`config.mk`:
```
export PLATFORM = sky130hd
export DESIGN_NAME = sd_cmd_engine_flat
export DESIGN_NICKNAME = d
export VERILOG_FILES = /design/src/rtl/sd_cmd_engine_if.sv /design/src/rtl/sd_cmd_engine.sv /design/src/flat_wrapper.sv
export SDC_FILE = /design/constraint.sdc
export NUM_CORES = 1
export LEC_CHECK = 0
export BUFFER_PORTS_ARGS = -buffer_cell sky130_fd_sc_hd__buf_2
export CORE_AREA = 3 3 151 153
export DETAILED_ROUTE_END_ITERATION = 10
export DIE_AREA = 0 0 154 156
export PLACE_DENSITY = 0.45
export SLEW_MARGIN = 20
export SYNTH_ARGS = -nofsm -noshare
export SYNTH_HDL_FRONTEND = slang
export SYNTH_SLANG_ARGS = --single-unit
export TNS_END_PERCENT = 20
```
`constraint.sdc`:
```
create_clock -name clk -period 3.19 [get_ports clk]
set_input_delay 0.638 -clock clk [delete_from_list [all_inputs] [get_ports clk]]
set_output_delay 0.638 -clock clk [all_outputs]
set_load 0.02 [all_outputs]
```
`src/rtl/sd_cmd_engine_if.sv`:
```
// Command and byte-level SPI bundle for sd_cmd_engine.
// slave is the engine's view; master is the sequencer/SPI side.
interface sd_cmd_engine_if;
  logic        cmd_valid;
  logic        cmd_ready;
  logic [5:0]  cmd_index;
  logic [31:0] cmd_arg;
  logic [2:0]  resp_len;
  logic        resp_busy;
  logic        done;
  logic [7:0]  r1;
  logic [31:0] resp_data;
  logic        timeout;
  logic        cs;
  logic        spi_start;
  logic [7:0]  spi_tx;
  logic        spi_done;
  logic [7:0]  spi_rx;

  modport slave (
    input  cmd_valid, cmd_index, cmd_arg, resp_len, resp_busy, spi_done, spi_rx,
    output cmd_ready, done, r1, resp_data, timeout, cs, spi_start, spi_tx
  );

  modport master (
    output cmd_valid, cmd_index, cmd_arg, resp_len, resp_busy, spi_done, spi_rx,
    input  cmd_ready, done, r1, resp_data, timeout, cs, spi_start, spi_tx
  );
endinterface

```
`src/rtl/sd_cmd_engine.sv`:
```
// SD SPI-mode command engine: frames a 48-bit command with CRC7, polls R1,
// collects extra response bytes, waits out R1b busy, then clocks trailing bytes.
module sd_cmd_engine #(
  parameter int NCR_MAX     = 8,
  parameter int BUSY_MAX    = 65535,
  parameter int TRAIL_BYTES = 1
) (
  input  logic           clk,
  input  logic           rst,
  sd_cmd_engine_if.slave bus
);

  localparam int M1   = (NCR_MAX > 6) ? NCR_MAX : 6;
  localparam int M2   = (BUSY_MAX > M1) ? BUSY_MAX : M1;
  localparam int CMAX = (TRAIL_BYTES > M2) ? TRAIL_BYTES : M2;
  localparam int CW   = $clog2(CMAX + 1);

  typedef logic [CW-1:0] cnt_t;

  localparam cnt_t NCR_LIM   = cnt_t'(NCR_MAX);
  localparam cnt_t BUSY_LIM  = cnt_t'(BUSY_MAX);
  localparam cnt_t TRAIL_LIM = cnt_t'(TRAIL_BYTES);

  typedef enum logic [2:0] {
    IDLE,
    SEND,
    POLL_R1,
    RX_EXTRA,
    BUSY_WAIT,
    TRAIL,
    DONE
  } state_t;

  state_t      state_q, state_d;
  cnt_t        cnt_q, cnt_d;
  logic        pend_q, pend_d;
  logic        start_q, start_d;
  logic [7:0]  tx_q, tx_d;
  logic        cs_q, cs_d;
  logic [5:0]  idx_q, idx_d;
  logic [31:0] arg_q, arg_d;
  logic [2:0]  len_q, len_d;
  logic        busy_q, busy_d;
  logic [7:0]  r1_q, r1_d;
  logic [31:0] resp_q, resp_d;
  logic        timeout_q, timeout_d;

  cnt_t        cnt_inc;
  logic        byte_done;
  logic [6:0]  crc_w;
  logic [7:0]  frame_byte;

  function automatic logic [6:0] crc7(input logic [39:0] data);
    logic [6:0] c;
    logic       fb;
    c = '0;
    for (int i = 39; i >= 0; i--) begin
      fb = data[i] ^ c[6];
      c  = {c[5:0], 1'b0};
      if (fb) c = c ^ 7'h09;
    end
    return c;
  endfunction

  // CRC comes purely from latched fields, so it is stable long before byte 5 is sent.
  assign crc_w     = crc7({2'b01, idx_q, arg_q});
  assign cnt_inc   = cnt_q + cnt_t'(1);
  assign byte_done = pend_q && bus.spi_done;

  always_comb begin
    frame_byte = {crc_w, 1'b1};
    case (cnt_inc)
      cnt_t'(1): frame_byte = arg_q[31:24];
      cnt_t'(2): frame_byte = arg_q[23:16];
      cnt_t'(3): frame_byte = arg_q[15:8];
      cnt_t'(4): frame_byte = arg_q[7:0];
      default:   frame_byte = {crc_w, 1'b1};
    endcase
  end

  always_comb begin
    state_d   = state_q;
    cnt_d     = cnt_q;
    pend_d    = pend_q;
    start_d   = 1'b0;
    tx_d      = tx_q;
    cs_d      = cs_q;
    idx_d     = idx_q;
    arg_d     = arg_q;
    len_d     = len_q;
    busy_d    = busy_q;
    r1_d      = r1_q;
    resp_d    = resp_q;
    timeout_d = timeout_q;

    if (byte_done) pend_d = 1'b0;

    case (state_q)
      IDLE: begin
        if (bus.cmd_valid) begin
          idx_d     = bus.cmd_index;
          arg_d     = bus.cmd_arg;
          len_d     = (bus.resp_len > 3'd4) ? 3'd4 : bus.resp_len;
          busy_d    = bus.resp_busy;
          timeout_d = 1'b0;
          resp_d    = '0;
          r1_d      = 8'hFF;
          cnt_d     = '0;
          cs_d      = 1'b0;
          start_d   = 1'b1;
          pend_d    = 1'b1;
          tx_d      = {2'b01, bus.cmd_index};
          state_d   = SEND;
        end
      end

      SEND: begin
        if (byte_done) begin
          start_d = 1'b1;
          pend_d  = 1'b1;
          if (cnt_q == cnt_t'(5)) begin
            cnt_d   = '0;
            tx_d    = 8'hFF;
            state_d = POLL_R1;
          end else begin
            cnt_d = cnt_inc;
            tx_d  = frame_byte;
          end
        end
      end

      POLL_R1: begin
        if (byte_done) begin
          start_d = 1'b1;
          pend_d  = 1'b1;
          tx_d    = 8'hFF;
          if (!bus.spi_rx[7]) begin
            r1_d  = bus.spi_rx;
            cnt_d = '0;
            if (len_q != 3'd0)  state_d = RX_EXTRA;
            else if (busy_q)    state_d = BUSY_WAIT;
            else                state_d = TRAIL;
          end else if (cnt_inc == NCR_LIM) begin
            timeout_d = 1'b1;
            cnt_d     = '0;
            state_d   = TRAIL;
          end else begin
            cnt_d = cnt_inc;
          end
        end
      end

      RX_EXTRA: begin
        if (byte_done) begin
          start_d = 1'b1;
          pend_d  = 1'b1;
          tx_d    = 8'hFF;
          resp_d  = {resp_q[23:0], bus.spi_rx};
          if (cnt_inc == cnt_t'(len_q)) begin
            cnt_d   = '0;
            state_d = busy_q ? BUSY_WAIT : TRAIL;
          end else begin
            cnt_d = cnt_inc;
          end
        end
      end

      BUSY_WAIT: begin
        if (byte_done) begin
          start_d = 1'b1;
          pend_d  = 1'b1;
          tx_d    = 8'hFF;
          if (bus.spi_rx == 8'hFF) begin
            cnt_d   = '0;
            state_d = TRAIL;
          end else if (cnt_inc == BUSY_LIM) begin
            timeout_d = 1'b1;
            cnt_d     = '0;
            state_d   = TRAIL;
          end else begin
            cnt_d = cnt_inc;
          end
        end
      end

      TRAIL: begin
        if (byte_done) begin
          if (cnt_inc == TRAIL_LIM) begin
            cnt_d   = '0;
            state_d = DONE;
          end else begin
            cnt_d   = cnt_inc;
            start_d = 1'b1;
            pend_d  = 1'b1;
            tx_d    = 8'hFF;
          end
        end
      end

      DONE: state_d = IDLE;

      default: state_d = IDLE;
    endcase

    // Chip select is released together with the first trailing byte's start.
    if (state_d == TRAIL && state_q != TRAIL) cs_d = 1'b1;
  end

  always_ff @(posedge clk) begin
    if (rst) begin
      state_q   <= IDLE;
      cnt_q     <= '0;
      pend_q    <= 1'b0;
      start_q   <= 1'b0;
      tx_q      <= 8'hFF;
      cs_q      <= 1'b1;
      idx_q     <= '0;
      arg_q     <= '0;
      len_q     <= '0;
      busy_q    <= 1'b0;
      r1_q      <= 8'hFF;
      resp_q    <= '0;
      timeout_q <= 1'b0;
    end else begin
      state_q   <= state_d;
      cnt_q     <= cnt_d;
      pend_q    <= pend_d;
      start_q   <= start_d;
      tx_q      <= tx_d;
      cs_q      <= cs_d;
      idx_q     <= idx_d;
      arg_q     <= arg_d;
      len_q     <= len_d;
      busy_q    <= busy_d;
      r1_q      <= r1_d;
      resp_q    <= resp_d;
      timeout_q <= timeout_d;
    end
  end

  assign bus.cmd_ready = (state_q == IDLE);
  assign bus.done      = (state_q == DONE);
  assign bus.r1        = r1_q;
  assign bus.resp_data = resp_q;
  assign bus.timeout   = timeout_q;
  assign bus.cs        = cs_q;
  assign bus.spi_start = start_q;
  assign bus.spi_tx    = tx_q;

endmodule
```
`src/flat_wrapper.sv`:
```
// flat-port wrapper written by rule: the top's interface ports become plain ports
module sd_cmd_engine_flat 
#(
  parameter int NCR_MAX     = 8,
  parameter int BUSY_MAX    = 65535,
  parameter int TRAIL_BYTES = 1
)
  (clk, rst, bus_cmd_valid, bus_cmd_index, bus_cmd_arg, bus_resp_len, bus_resp_busy, bus_spi_done, bus_spi_rx, bus_cmd_ready, bus_done, bus_r1, bus_resp_data, bus_timeout, bus_cs, bus_spi_start, bus_spi_tx);
  sd_cmd_engine_if bus_i ();
  input  logic clk;
  input  logic rst;
  input wire logic [$bits(bus_i.cmd_valid)-1:0] bus_cmd_valid;
  input wire logic [$bits(bus_i.cmd_index)-1:0] bus_cmd_index;
  input wire logic [$bits(bus_i.cmd_arg)-1:0] bus_cmd_arg;
  input wire logic [$bits(bus_i.resp_len)-1:0] bus_resp_len;
  input wire logic [$bits(bus_i.resp_busy)-1:0] bus_resp_busy;
  input wire logic [$bits(bus_i.spi_done)-1:0] bus_spi_done;
  input wire logic [$bits(bus_i.spi_rx)-1:0] bus_spi_rx;
  output wire logic [$bits(bus_i.cmd_ready)-1:0] bus_cmd_ready;
  output wire logic [$bits(bus_i.done)-1:0] bus_done;
  output wire logic [$bits(bus_i.r1)-1:0] bus_r1;
  output wire logic [$bits(bus_i.resp_data)-1:0] bus_resp_data;
  output wire logic [$bits(bus_i.timeout)-1:0] bus_timeout;
  output wire logic [$bits(bus_i.cs)-1:0] bus_cs;
  output wire logic [$bits(bus_i.spi_start)-1:0] bus_spi_start;
  output wire logic [$bits(bus_i.spi_tx)-1:0] bus_spi_tx;
  assign bus_i.cmd_valid = bus_cmd_valid;
  assign bus_i.cmd_index = bus_cmd_index;
  assign bus_i.cmd_arg = bus_cmd_arg;
  assign bus_i.resp_len = bus_resp_len;
  assign bus_i.resp_busy = bus_resp_busy;
  assign bus_i.spi_done = bus_spi_done;
  assign bus_i.spi_rx = bus_spi_rx;
  assign bus_cmd_ready = bus_i.cmd_ready;
  assign bus_done = bus_i.done;
  assign bus_r1 = bus_i.r1;
  assign bus_resp_data = bus_i.resp_data;
  assign bus_timeout = bus_i.timeout;
  assign bus_cs = bus_i.cs;
  assign bus_spi_start = bus_i.spi_start;
  assign bus_spi_tx = bus_i.spi_tx;
  sd_cmd_engine #(.NCR_MAX(NCR_MAX), .BUSY_MAX(BUSY_MAX), .TRAIL_BYTES(TRAIL_BYTES)) u_core (.clk(clk), .rst(rst), .bus(bus_i));
endmodule
```
==> results of run 1 <==
## cell type report
cell class | instances | area (um2) | area share (%)
Sequential cell | 113 | 2260 | 28.0
Clock inverter | 14 | 184 | 2.27
Timing Repair Buffer | 155 | 913 | 11.3
Tap cell | 280 | 350 | 4.33
Multi-Input combinational cell | 629 | 3920 | 48.5
Inverter | 8 | 30.0 | 0.371
Clock buffer | 17 | 425 | 5.26
## cell families after synthesis
family | synth area share (%)
buffers and inverters | 4.77
adders and majority gates | 1.17
DFF | 35.2
AOI/OAI and AO/OA | 18.1
xor gates and xnor gates | 13.3
muxes | 1.56
and+or+nand+nor | 25.8
## flip-flops by register name, indices dropped and copies added (netlist names)
signal / flops
u_core.bus.resp_data: 32
u_core.pend_q: 1
u_core.bus.r1: 8
u_core.bus.spi_start: 1
u_core.len_q: 3
u_core.state_q: 3
u_core.bus.cs: 1
u_core.bus.spi_tx: 8
u_core.busy_q: 1
u_core.arg_q: 32
u_core.bus.timeout: 1
u_core.idx_q: 6
u_core.cnt_q: 16
## per-stage QoR
| step | power [W] | setup WS, ns |
|---|---|---|
| after floorplan | 0.00247 | 0.208 |
| after CTS | 0.00479 | 0.0752 |
| after global placement | 0.00279 | 0.0668 |
| after global routing | 0.00494 | 0.00500 |
| final | 0.00475 | 0.164 |
| after detailed placement | 0.00278 | 0.101 |
## worst paths after layout
path                            slack [ns]                  endpoint  cells past startpoint
worst max-delay path                  0.16      u_core.bus.spi_tx[6]                      9
worst min-delay path                  0.45  u_core.bus.resp_data[27]                      2
worst max register to register        0.16      u_core.bus.spi_tx[6]                      9
worst min register to register        0.45  u_core.bus.resp_data[27]                      2
## layout by cell type (no fill, tap or decap), drive strengths merged, types with 5 or more instances in the layout
cell type    n
nand2      163
nor4        14
a222oi       7
o21ai       28
nor3        18
xnor3       11
mux2i       10
ha           6
a31oi       12
a21oi      104
nand3       55
clkbuf      17
nand4       10
and2        11
dfxtp      113
nor2b        8
and3         5
xor2        18
nor2        29
xnor2       48
o211ai       5
nor3b        5
buf        155
inv         11
## cell usage after synthesis (all sizes together) (6+ instances only)
cell    count  area, um2
nand2     163        614
dfxtp     113       2260
a21oi     104        521
nand3      55        280
clkbuf     51        194
xnor2      48        435
nor2       29        109
o21ai      28        140
nor3       18       90.1
xor2       18        173
buf        16       82.6
nor4       14        115
a31oi      12       75.1
and2       11       71.3
xnor3      11        249
mux2i      10        100
nand4      10       68.8
inv         8       30.0
nor2b       8       50.1
a222oi      7       70.1
ha          6       75.1
## power breakdown
group | internal, W | total (W) | switching (W) | leakage (nW)
sequential | 0.00147 | 0.00153 | 0.0000631 | 0.921
clock | 0.00124 | 0.00199 | 0.000758 | 0.284
combinational | 0.000577 | 0.00122 | 0.000642 | 1.96
total | 0.00328 | 0.00475 | 0.00146 | 3.16
## what timing repair did
action | in CTS | in global routing
buffers inserted | 0 | 0
setup endpoints to repair | 0 | 23
resized for setup | 0 | 9
hold buffers | 0 | 0
## routing by layer
metal / up-vias / routed length (um)
met5: - / 21
met4: 4 / 241
met3: 23 / 1340
met2: 148 / 9160
met1: 2877 / 10200
li1: 3088 / -
## worst max-delay path, cell delays in order (launching register included)
cell     delay (ns)
dfxtp_1        0.40
xnor3_1        0.49
xnor2_1        0.36
xnor2_1        0.24
xnor3_1        0.39
xnor3_2        0.41
xor2_1         0.17
a21oi_1        0.09
nor4_2         0.28
nor2_1         0.07
==> summary.md, run 1 <==
| Metric | Value |
|---|---|
| Ys flop type | `dfxtp_1` |
| Clock Latency Late Sink | `0.42 ns` |
| Total gr overflow | `0` |
| Final hold violation count | `0` |
| Met2 usage | `25.7%` |
| Arr. time, crit path | `3.32 ns` |
| Critical path startpoint category | `flip-flop` |
| Slew @ Worst Pin | `0.660 ns` |
| RR Startpoint | `u_core.idx_q[5]` |
| Synthesized area | `0.00643 mm2` |
| Fillers | `2249` |
| Distinct cells, synth | `69` |
| Port buffer count | `106` |
| Clock root cell | `clkbuf_16` |
| DR pass1 iterations | `5` |
| Ys async rst share | `0%` |
| VDD IR max | `0.000321 V` |
| Register area share after synthesis | `35.2%` |
| Setup TNS | `0 ns` |
| Nets | `984` |
| Residual DRC | `0` |
| DR vias | `6140` |
| Post-layout min period | `3.03 ns` |
| Status | `completed` |
| Post-DP Area | `0.00742 mm2` |
| Post-Route Utilization | `37.3%` |
| Clock sinks | `113` |
| Syn Area/Cell | `7.87 um2` |
| RSZ-0062 raised after global routing | `false` |
| CP max FO | `4` |
| Row Count | `54` |
| # H-tree levels | `4` |
| Max_cap viols | `0` |
| Period utilization | `94.9%` |
| DRT iter0 DRCs | `462` |
| Clk buf depth | `2` |
| Area growth syn-to-layout | `25.8%` |
| Min-delay src | `u_core.bus.resp_data[27]` |
| Synthesized Nets | `877` |
| Hold Crit Class | `flip-flop to flip-flop` |
| EDFF count, synth | `0` |
| Seq cells post-synth | `113` |
| Vias in the first global route | `5836` |
| Clock transition at path regs | `0.06 ns` |
| Die area | `0.0240 mm2` |
| Routed Antenna Nets | `0` |
| Largest net degree at the start of global routing | `56` |
| First-pass GRT wire length | `33000 um` |
| Num CTS Buffers | `17` |
| HPWL after DPL | `15300 um` |
| Routing usage on met1 | `24.0%` |
| WHS | `0.455 ns` |
| CP Capture Type | `flip-flop` |
| Leakage | `3.16 nW` |
| GR Util met3 | `5.69%` |
| Mean number of vias per cell | `5.05` |
| Worst Clk Skew | `0.0123 ns` |
| Final WL | `21000 um` |
| Placed insts | `1185` |
| Die height | `156 um` |
| Final instance area | `0.00809 mm2` |
| Final std cells w/o fill | `1216` |
| Critical path launch point | `u_core.idx_q[5]` |
| PwrDens | `587 mW/mm2` |
| Initial Util | `29.6%` |
| I/O Pins | `107` |
| Ys Warns | `0` |
| Fmax | `330 MHz` |
| Final slew viol count | `0` |
| Slew headroom | `56.0%` |
| CTS tree | `yes` |
| GR Util All Layers | `17.2%` |
| Share of cells above drive strength 1 | `22.8%` |
| Post-Syn Instances | `817` |
| GRT Max-Usage Layer | `met2` |
| WS Path Type | `flip-flop to flip-flop` |
| Core area | `0.0217 mm2` |
| Die span in x | `154 um` |
| Worst Path Required | `3.48 ns` |
| Number of diodes | `0` |
| Final Setup Violations | `0` |
| Gpl congestion | `0.860` |
| Initial antenna violation count | `2` |
| WL per Instance | `17.2 um` |
(Power assumes the default switching activity.)
==> run 2, diff against run 1 <==
Settings changed: PLACE_DENSITY 0.45 to 0.6, REMOVE_ABC_BUFFERS from default to 1.
==> summary.md, run 2 (synthesis gave the netlist of run 1 again) <==
| Metric | Value |
|---|---|
| Residual DRC | `0` |
| Initial Util | `29.6%` |
| Initial antenna violation count | `0` |
| I/O Pins | `107` |
| Clock root cell | `clkbuf_16` |
| Clock transition at path regs | `0.06 ns` |
| Period utilization | `94.4%` |
| Routed Antenna Nets | `0` |
| Worst Clk Skew | `0.00891 ns` |
| Fillers | `2230` |
| Post-layout min period | `3.01 ns` |
| Pre-CTS WS | `0.134 ns` |
| HPWL after DPL | `13900 um` |
| Number of diodes | `0` |
| Setup ws final | `0.179 ns` |
| Critical path startpoint category | `flip-flop` |
| Slew headroom | `58.2%` |
| Vias in the first global route | `5743` |
| DR pass1 iterations | `7` |
| Area growth syn-to-layout | `24.8%` |
| Multi-input logic area | `0.00389 mm2` |
| CP max FO | `10` |
| DR vias | `6190` |
| Status | `completed` |
| WHS | `0.452 ns` |
| Die height | `156 um` |
| Die area | `0.0240 mm2` |
| Final hold violation count | `0` |
| DRT iter0 DRCs | `439` |
| CTS tree | `yes` |
| Max_cap viols | `0` |
| Port buffer count | `106` |
| # H-tree levels | `4` |
| Total gr overflow | `0` |
| Core area | `0.0217 mm2` |
| First-pass GRT wire length | `30600 um` |
| Slew @ Worst Pin | `0.627 ns` |
| Worst Path Required | `3.48 ns` |
| WL per Instance | `15.9 um` |
| VDD IR max | `0.000387 V` |
| Clk buf depth | `2` |
| Final WL | `19200 um` |
| Gpl congestion | `0.887` |
| Post-CTS setup buffer count | `0` |
| Highest-count cells in the layout ignoring fill and taps | `nand2_1, dfxtp_1, buf_2, a21oi_1, nand3_1` |
| WS Path Type | `flip-flop to flip-flop` |
| Largest net degree at the start of global routing | `58` |
| Hold Crit Class | `primary input to flip-flop` |
| Nets | `970` |
| Final Setup Violations | `0` |
| Final slew viol count | `0` |
| Mean number of vias per cell | `5.15` |
| PwrDens | `611 mW/mm2` |
| CP Capture Type | `flip-flop` |
| Leakage | `3.12 nW` |
| Fmax | `332 MHz` |
| Post-Route Utilization | `37.0%` |
| RSZ-0062 raised after global routing | `false` |
| Clock sinks | `113` |
| Share of cells above drive strength 1 | `21.2%` |
| Row Count | `54` |
| Most common cell after layout, fill and taps aside | `nand2_1` |
| Die span in x | `154 um` |
| Register area | `0.00226 mm2` |
| Arr. time, crit path | `3.30 ns` |
| Clock Latency Late Sink | `0.42 ns` |
| Post-cts hold buffer count | `0` |
| Num CTS Buffers | `17` |
| GR Util All Layers | `15.6%` |
[run 2: changes by cell type in the layout (fill, tap and decap cells not counted), sizes merged]
cell | before | now
clkinvlp | 4 | 3
clkbuf | 17 | 19
inv | 11 | 8
buf | 155 | 141
bufinv | 3 | 6
[run 2: final timing paths]
| check | from | depth (start not counted) | end | slack, ns |
|---|---|---|---|---|
| worst min register to register | u_core.bus.resp_data[30] | 2 | u_core.bus.resp_data[30] | 0.45 |
| worst min-delay path | bus_cmd_arg[15] | 3 | u_core.arg_q[15] | 0.45 |
| worst max-delay path | u_core.cnt_q[8] | 10 | u_core.bus.cs | 0.18 |
| worst max register to register | u_core.cnt_q[8] | 10 | u_core.bus.cs | 0.18 |
[run 2: routing by layer]
metal  GRT usage, %  up-vias  share of wire (%)
li1               -     3053                  -
met1           20.7     2922                 46
met3           4.91       27                6.8
met2           24.8      188                 46
met4           4.25        0                1.3
met5              0        -                  0
[run 2: worst max-delay path, cell delays in order, from the launching register on]
cell	delay, ns
dfxtp_1	0.49
nand4_1	0.28
nor4_4	0.37
nand4_1	0.23
a211oi_4	0.38
and2_4	0.23
and3_1	0.20
buf_4	0.15
nor2_1	0.04
nor4_1	0.35
o21ai_0	0.15
[run 2: through the flow]
stage / cells / instance area [um2] / TNS, ns / power [W]
3_3_place_gp: 1171 / 7320 / 0 / 0.00274
6_report: 1203 / 8020 / 0 / 0.00490
3_5_place_dp: 1171 / 7320 / 0 / 0.00274
4_1_cts: 1203 / 7990 / 0 / 0.00493
5_1_grt: 1203 / 8020 / 0 / 0.00508
2_1_floorplan: 750 / 6150 / -10.35 / 0.00243
[run 2: timing repair]
item	4_1_cts	5_1_grt
setup endpoints to repair	0	21
endpoints found under the hold margin	0	0
resized for setup	0	5
[run 2: cell type report]
| class | instances | share of cell area, % |
|---|---|---|
| inverter | 8 | 0.374 |
| timing repair buffer | 141 | 10.1 |
| clock inverter | 13 | 2.92 |
| sequential | 113 | 28.2 |
| tap | 280 | 4.37 |
| clock buffer | 19 | 5.52 |
| multi-input combinational | 629 | 48.5 |
[run 2: report_power, final]
part,internal [W],switching (W)
clock network,0.00148,0.000697
logic,0.000573,0.000605
registers,0.00147,0.0000657
total,0.00353,0.00137
==> run 3, diff against run 2 <==
Settings changed: PLACE_DENSITY 0.6 to 0.58.
Clock period 3.19 ns to 3.4 ns, I/O delays scaled along.
==> summary.md, run 3 (synthesis gave the netlist of run 1 again) <==
| Metric | Value |
|---|---|
| Slew @ Worst Pin | `0.702 ns` |
| Die height | `156 um` |
| Clk buf depth | `2` |
| Clock sinks | `113` |
| Slowest CP cell | `or4_1` |
| CTS tree | `yes` |
| Die span in x | `154 um` |
| CP delay by family, top | `simple AND/OR/NAND/NOR gates` |
| Leakage | `3.09 nW` |
| DR vias | `6112` |
| Reg2Reg Setup Slack | `0.25 ns` |
| Initial Util | `29.6%` |
| CP Capture Type | `flip-flop` |
| Largest net degree at the start of global routing | `63` |
| Highest-count cells in the layout ignoring fill and taps | `nand2_1, dfxtp_1, buf_2, a21oi_1, nand3_1` |
| Die area | `0.0240 mm2` |
| Final hold violation count | `0` |
| Port buffer count | `106` |
| CP bufs+invs | `0` |
| Max_cap viols | `0` |
| VDD IR max | `0.000357 V` |
| Post-cts hold buffer count | `0` |
| Post-DP Area | `0.00727 mm2` |
| Gpl congestion | `0.868` |
| Residual DRC | `0` |
| RSZ-0062 raised after global routing | `false` |
| Crit-path cells | `ha_1 > nand4_2 > nor2_2 > or4_1 > a221oi_2 > and2_4 > and3_1 > a31o_4 > nor3_1 > a2111o_1` |
| Fmax | `317 MHz` |
| Pre-CTS WS | `0.122 ns` |
| Worst Clk Skew | `0.00707 ns` |
| # H-tree levels | `4` |
| DRT iter0 DRCs | `413` |
| Clock Latency Late Sink | `0.43 ns` |
| Nets | `964` |
| Share of cells above drive strength 1 | `20.8%` |
| GR Util All Layers | `16.0%` |
| Final slew viol count | `0` |
| Num CTS Buffers | `17` |
| Arr. time, crit path | `3.46 ns` |
| Post-CTS setup buffer count | `0` |
| DR pass1 iterations | `5` |
| I/O Pins | `107` |
| Worst Path Required | `3.71 ns` |
| HPWL after DPL | `13800 um` |
| First-pass GRT wire length | `31100 um` |
| Final WL | `19500 um` |
| Total gr overflow | `0` |
| Vias in the first global route | `5919` |
| Clock root cell | `clkbuf_16` |
| CP max stage delay | `0.48 ns` |
| Initial antenna violation count | `1` |
| Most common cell after layout, fill and taps aside | `nand2_1` |
| Final Setup Violations | `0` |
| Slew headroom | `53.2%` |
| PwrDens | `576 mW/mm2` |
| Mean number of vias per cell | `5.11` |
| Hold Crit Class | `flip-flop to flip-flop` |
| Number of diodes | `0` |
| Core area | `0.0217 mm2` |
| Area growth syn-to-layout | `23.9%` |
| Period utilization | `92.7%` |
| Critical path startpoint category | `flip-flop` |
| WS Path Type | `flip-flop to flip-flop` |
| Status | `completed` |
| CP max FO | `13` |
| Routed Antenna Nets | `0` |
| Clock transition at path regs | `0.06 ns` |
| Post-layout min period | `3.15 ns` |
| CTS resizes | `0` |
| Row Count | `54` |
| Final instance area | `0.00796 mm2` |
| WL per Instance | `16.3 um` |
| Setup ws final | `0.247 ns` |
-- run 3: layer usage --
layer | global-route usage, % | part of all wire (%)
met2 | 24.5 | 44
met1 | 20.7 | 46
met3 | 5.91 | 7.7
met5 | 0 | 0.067
met4 | 5.47 | 1.9
-- run 3: final timing paths --
path | to | cells past startpoint | startpoint
max | u_core.bus.spi_tx[5] | 10 | u_core.cnt_q[1]
min reg2reg | u_core.bus.resp_data[24] | 2 | u_core.bus.resp_data[24]
max reg2reg | u_core.bus.spi_tx[5] | 10 | u_core.cnt_q[1]
min | u_core.bus.resp_data[24] | 2 | u_core.bus.resp_data[24]
-- run 3: final cells by class --
type	instances	area, um2
fill	2274	13700
timing repair buffer	135	763
inverter	8	30.0
tap	280	350
clock inverter	13	233
clock buffer	19	433
multi-input combinational	629	3880
sequential	113	2270
-- run 3: worst min-delay path, cell delays in order (launching register included) --
cell,delay (ns)
dfxtp_1,0.31
nand2_1,0.05
a21oi_1,0.05
-- run 3: metrics by stage --
| stage | cells | total power [W] | setup TNS (ns) | util, % | hold slack (ns) |
|---|---|---|---|---|---|
| finish | 1197 | 0.00458 | 0 | 36.7 | 0.455 |
| global route | 1197 | 0.00479 | 0 | 36.7 | 0.469 |
| CTS | 1197 | 0.00463 | 0 | 36.6 | 0.456 |
| detailed placement | 1165 | 0.00257 | 0 | 33.5 | 0.446 |
| global placement | 1165 | 0.00256 | 0 | 33.5 | 0.438 |
| floorplan | 750 | 0.00228 | -1.09 | - | 0.443 |
-- run 3: where the power goes --
part	switching, W	internal [W]
Clock	0.000664	0.00138
Combinational	0.000571	0.000534
Sequential	0.0000597	0.00138
Total	0.00129	0.00329
